===== config.mk =====
export PLATFORM = sky130hd
export DESIGN_NAME = residue_adjust_sequencer
export DESIGN_NICKNAME = d
export VERILOG_FILES = /design/src/rtl/residue_adjust_sequencer.sv
export SDC_FILE = /design/constraint.sdc
export NUM_CORES = 1
export LEC_CHECK = 0
export ABC_AREA = 1
export CORE_AREA = 5 5 50 52
export CTS_BUF_LIST = sky130_fd_sc_hd__clkbuf_8
export CTS_CLUSTER_SIZE = 40
export DETAILED_ROUTE_END_ITERATION = 8
export DIE_AREA = 0 0 55 57
export SLEW_MARGIN = 20
export SYNTH_ARGS = -nofsm -noshare
export SYNTH_HDL_FRONTEND = slang
export SYNTH_SLANG_ARGS = --single-unit

===== constraint.sdc =====
create_clock -name clk -period 1.7 [get_ports clk]
set_clock_uncertainty 0.1 [all_clocks]
set_input_delay 0.34 -clock clk [delete_from_list [all_inputs] [get_ports clk]]
set_output_delay 0.34 -clock clk [all_outputs]
set_load 0.05 [all_outputs]

===== src/rtl/residue_adjust_sequencer.sv =====
`default_nettype none
// ============================================================================
// residue_adjust_sequencer : divider -> adjuster pass sequencer with residue
// feedback; optional watchdog via RESIDUE_ADJ_TIMEOUT_EN.   Rev 1.0
// ============================================================================
module residue_adjust_sequencer #(
    parameter int MAX_PASSES     = 4,
    parameter int TIMEOUT_CYCLES = 1024,
    parameter int CNT_W          = 4
) (
    input  logic             clk,
    input  logic             reset_n,
    input  logic             start,
    output logic             div_start,
    input  logic             div_done,
    output logic             adj_en,
    input  logic             adj_done,
    input  logic             cond1_in,
    input  logic             cond2_in,
    output logic             fb_sel,
    output logic             busy,
    output logic             done,
    output logic             zero_found,
    output logic [CNT_W-1:0] pass_count,
    output logic             overflow_err,
    output logic             timeout_err
);

    localparam logic [2:0] S_IDLE      = 3'd0;
    localparam logic [2:0] S_DIV_ISSUE = 3'd1;
    localparam logic [2:0] S_DIV_WAIT  = 3'd2;
    localparam logic [2:0] S_ADJ_ISSUE = 3'd3;
    localparam logic [2:0] S_ADJ_WAIT  = 3'd4;
    localparam logic [2:0] S_EVAL      = 3'd5;
    localparam logic [2:0] S_FINISH    = 3'd6;

    localparam logic [CNT_W-1:0] C_MAX_PASSES = CNT_W'(MAX_PASSES);

    logic [2:0]       state_q, state_d;
    logic             div_start_q, div_start_d;
    logic             adj_en_q, adj_en_d;
    logic             fb_sel_q, fb_sel_d;
    logic             busy_q, busy_d;
    logic             done_q, done_d;
    logic             zero_found_q, zero_found_d;
    logic [CNT_W-1:0] pass_count_q, pass_count_d;
    logic             overflow_err_q, overflow_err_d;
    logic             in_wait;
    logic             tmo_hit;
    logic             passes_left;

    assign in_wait     = (state_q == S_DIV_WAIT) || (state_q == S_ADJ_WAIT);
    assign passes_left = (pass_count_q < C_MAX_PASSES);

`ifdef RESIDUE_ADJ_TIMEOUT_EN
    localparam int               TMO_W    = $clog2(TIMEOUT_CYCLES + 1);
    localparam logic [TMO_W-1:0] TMO_LAST = TMO_W'(TIMEOUT_CYCLES - 1);

    logic [TMO_W-1:0] tmo_cnt_q;
    logic             timeout_err_q;

    // Wait states are never entered back-to-back, so clearing outside them
    // is the same as clearing on entry.
    always_ff @(posedge clk or negedge reset_n) begin
        if (!reset_n) begin
            tmo_cnt_q <= '0;
        end else if (in_wait) begin
            tmo_cnt_q <= tmo_cnt_q + 1'b1;
        end else begin
            tmo_cnt_q <= '0;
        end
    end

    assign tmo_hit = in_wait && (tmo_cnt_q == TMO_LAST);

    always_ff @(posedge clk or negedge reset_n) begin
        if (!reset_n) begin
            timeout_err_q <= 1'b0;
        end else if (state_q == S_IDLE && start) begin
            timeout_err_q <= 1'b0;
        end else if (in_wait && state_d == S_FINISH) begin
            timeout_err_q <= 1'b1;
        end
    end

    assign timeout_err = timeout_err_q;
`else
    assign tmo_hit     = 1'b0;
    assign timeout_err = 1'b0;

    if (TIMEOUT_CYCLES < 1) begin : g_tmo_cfg_unused
    end
`endif

    always_ff @(posedge clk or negedge reset_n) begin
        if (!reset_n) begin
            state_q <= S_IDLE;
        end else begin
            state_q <= state_d;
        end
    end

    always_comb begin
        state_d = state_q;
        case (state_q)
            S_IDLE:      if (start) state_d = S_DIV_ISSUE;
            S_DIV_ISSUE: state_d = S_DIV_WAIT;
            S_DIV_WAIT: begin
                if (div_done)     state_d = S_ADJ_ISSUE;
                else if (tmo_hit) state_d = S_FINISH;
            end
            S_ADJ_ISSUE: state_d = S_ADJ_WAIT;
            S_ADJ_WAIT: begin
                if (adj_done)     state_d = S_EVAL;
                else if (tmo_hit) state_d = S_FINISH;
            end
            S_EVAL: begin
                if (cond1_in && passes_left) state_d = S_ADJ_ISSUE;
                else                         state_d = S_FINISH;
            end
            S_FINISH:    state_d = S_IDLE;
            default:     state_d = S_IDLE;
        endcase
    end

    // Next values of the registered outputs, decoded from the upcoming state.
    always_comb begin
        div_start_d    = (state_d == S_DIV_ISSUE);
        adj_en_d       = (state_d == S_ADJ_ISSUE);
        busy_d         = (state_d != S_IDLE);
        done_d         = (state_d == S_FINISH);
        fb_sel_d       = fb_sel_q;
        zero_found_d   = zero_found_q;
        pass_count_d   = pass_count_q;
        overflow_err_d = overflow_err_q;

        if (state_q == S_IDLE && start) begin
            fb_sel_d       = 1'b0;
            zero_found_d   = 1'b0;
            pass_count_d   = '0;
            overflow_err_d = 1'b0;
        end

        if (state_d == S_ADJ_ISSUE && passes_left) begin
            pass_count_d = pass_count_q + 1'b1;
        end

        if (state_q == S_EVAL) begin
            zero_found_d = zero_found_q | cond2_in;
            if (cond1_in && passes_left) begin
                fb_sel_d = 1'b1;
            end else if (cond1_in) begin
                overflow_err_d = 1'b1;
            end
        end

        if (state_q == S_FINISH) begin
            fb_sel_d = 1'b0;
        end
    end

    always_ff @(posedge clk or negedge reset_n) begin
        if (!reset_n) begin
            div_start_q    <= 1'b0;
            adj_en_q       <= 1'b0;
            fb_sel_q       <= 1'b0;
            busy_q         <= 1'b0;
            done_q         <= 1'b0;
            zero_found_q   <= 1'b0;
            pass_count_q   <= '0;
            overflow_err_q <= 1'b0;
        end else begin
            div_start_q    <= div_start_d;
            adj_en_q       <= adj_en_d;
            fb_sel_q       <= fb_sel_d;
            busy_q         <= busy_d;
            done_q         <= done_d;
            zero_found_q   <= zero_found_d;
            pass_count_q   <= pass_count_d;
            overflow_err_q <= overflow_err_d;
        end
    end

    assign div_start    = div_start_q;
    assign adj_en       = adj_en_q;
    assign fb_sel       = fb_sel_q;
    assign busy         = busy_q;
    assign done         = done_q;
    assign zero_found   = zero_found_q;
    assign pass_count   = pass_count_q;
    assign overflow_err = overflow_err_q;

endmodule
`default_nettype wire


==> metrics.md <==
| Metric | Value |
|---|---|
| CTS Buf Count | `3` |
| Static Leak | `roughly 0.00046 µW` |
| Global Route Usage Sum | `slightly above 9%` |
| CP Launch Type | `flip-flop` |
| Synth area leaders | `dfrtp_1 (53%), nand2_1 (5.7%), inv_1 (5.1%)` |
| Biggest area consumer among synthesized cells | `dfrtp_1` |
| Worst hold path class | `input pin to async pin` |
| I/O pin cnt | `19` |
| Fmax achieved | `around 690 MHz` |
| Endpoints failing hold | `0` |
| FFs w/ async S/R, synth | `100.0%` |
| DIE AREA | `3135 µm²` |
| Share of layout cells above drive strength 1 | `a little over a third` |
| Clk buf depth | `2` |
| Root buf cell | `clkbuf_8` |
| WL/cell | `between 10 and 15 µm` |
| Fin crit period | `between 1000 and 1500 ps` |
| Die Y | `about 57 µm` |
| Sum of negative setup slack | `0 ps` |
| Syn Area/Cell | `approximately 9.7 µm²` |
| CTS tree | `done` |
| Hold WS | `between 300 and 400 ps` |
| Worst-skew pair later-pin latency | `approximately 240 ps` |
| DP HPWL | `1008 µm` |
| RSZ-0062 raised after global routing | `no` |
| Reg clk slew, reported paths | `approximately 60 ps` |
| Starting density of the core | `32.02%` |
| CP endpoint kind | `flip-flop` |
| Cts repair resizes | `0` |
| Rows | `17` |
| Area delta synth->final | `43.94%` |
| Clock sink count | `14` |
| CP arrival | `roughly 1500 ps` |
| Multi-input logic area | `around 260 µm²` |
| CTS H-tree depth | `1` |
| Mapped Nets | `76` |
| Core box area | `around 2100 µm²` |
| Yosys warning total | `0` |
| First-pass GRT wire length | `~2000 µm` |
| Synth Cell Area | `between 600 and 700 µm²` |
| WS Path Type | `flip-flop to flip-flop` |
| IO buf count | `17` |
| Yosys top cell area share | `between 50% and 60%` |
| Non-filler cells, final | `between 100 and 150` |
| Number of global-route vias before repair | `~500` |
| 1st-iter DRT viols | `7` |
| Most common cell in the netlist | `dfrtp_1` |
| Number of routed nets with antenna violations | `0` |
| Grt ovf | `0` |
| Status | `complete, no violations` |
| Final setup vio count | `0` |
| Peak supply drop | `around 0.84 mV` |
| Register area share after synthesis | `53.03%` |
| Final nets | `between 90 and 100` |
| Pwr/cell area | `around 1900 nW/µm²` |
| RePlAce Congestion | `roughly 0.79` |
| Synth top cells by count | `dfrtp_1 (14), nand2_1 (10), inv_1 (9)` |
| Total power | `about 1800 µW` |
| Max_cap viols | `0` |
| Pin count of the biggest net entering global routing | `15` |
| Reg area | `between 300 and 400 µm²` |
| Crit path max fanout | `5` |
| DR pass1 iterations | `4` |
| Yosys reg bits | `14` |
| Ys flop type | `dfrtp_1` |
| Via count | `slightly above 500` |
| Drt via density | `between 4 and 5` |
| Post-Syn Instances | `68` |
| Final worst slack | `251.2 ps` |
| CP required | `1740 ps` |
| # Post-CTS Setup Buffers | `0` |
| Cells after DPL | `around 110` |
| Number of synthesized flops with an enable pin | `0` |
| Pins over their slew limit | `0` |
| Fillers | `slightly above 200` |
| Tcrit/Tclk final | `85.22%` |
| Drt drc | `0` |
| DRT Wirelength | `1254 µm` |
| Yosys cell types | `21` |
| Initial antenna violation count | `0` |
| Chip width | `between 50 and 60 µm` |
| Place WS | `about 43 ps` |
| Antenna cells | `0` |
| Hold_buf cts | `0` |
==> cell families after synthesis <==
| kind of cell | Yosys count | synth area share, % |
|---|---|---|
| simple gates | 32 | 29.54 |
| flops | 14 | 53.03 |
| buf+inv | 12 | 7.387 |
| compound gates | 8 | 7.576 |
| fa+ha+maj | 1 | 1.894 |
| other cells | 1 | 0.5676 |
==> state kept, by name, summed over array words and instances (netlist names) <==
| signal | cells |
|---|---|
| fb_sel | 1 |
| div_start | 1 |
| done | 1 |
| pass_count | 4 |
| zero_found | 1 |
| adj_en | 1 |
| overflow_err | 1 |
| busy | 1 |
| state_q | 3 |
==> layout by cell type, fill, tap and decap left out, types with 2 or more instances in the layout <==
cell type and n:
nor2_4 2, nand4_1 2, buf_12 4, nor2_2 4
nand3_1 3, nand3_2 2, nand2_2 3, dfrtp_1 14
clkdlybuf4s50_1 6, buf_4 9, nand2_1 10, clkbuf_8 4
nor2_1 4, a21oi_1 4, inv_1 9, inv_2 2
==> routing by layer <==
metal	share of wire, %	track usage (%)
met1	44	11.02
met2	47	13.85
met3	7.9	4.700
met4	1.4	3.125
met5	0	0
==> per-stage QoR <==
stage / util, % / area, µm²
after floorplan: - / 660.6
final: 46.09 / 950.9
after global routing: 46.09 / 950.9
after detailed placement: 43.42 / 895.9
after CTS: 46.09 / 950.9
after global placement: 43.42 / 895.9
==> power breakdown <==
part	internal, µW	leakage [µW]	switching [µW]	total [µW]
Sequential	454	0.000185	101	555
Combinational	331	0.000246	635	966
Clock	205	0.0000288	114	319
==> cell type report <==
type | count | area share (%)
Inverter | 11 | 4.342
Tap cell | 28 | 3.684
Multi-Input combinational cell | 42 | 27.50
Sequential cell | 14 | 36.84
Timing Repair Buffer | 19 | 21.84
Clock buffer | 4 | 5.789
==> path summary, 6_finish.rpt <==
path	start	end	slack (ps)	depth (start not counted)
max	pass_count[2]	pass_count[0]	250	8
min	reset_n	state_q[0]	300	2
max reg2reg	pass_count[2]	pass_count[0]	250	8
min reg2reg	overflow_err	overflow_err	390	1
max in group asynchronous	reset_n	done	1030	2
min in group clk	overflow_err	overflow_err	390	1
==> critical path, cell delays in order, from the launching register on <==
cell     delay, ps
dfrtp_1        440
nor2_4         220
nand2_2        110
nor2_4         110
nor2_2          50
nand2_4         90
nand3_4         80
nand3_1         80
nand2_1         50
Note: power is estimated with default switching activity, not from simulation.
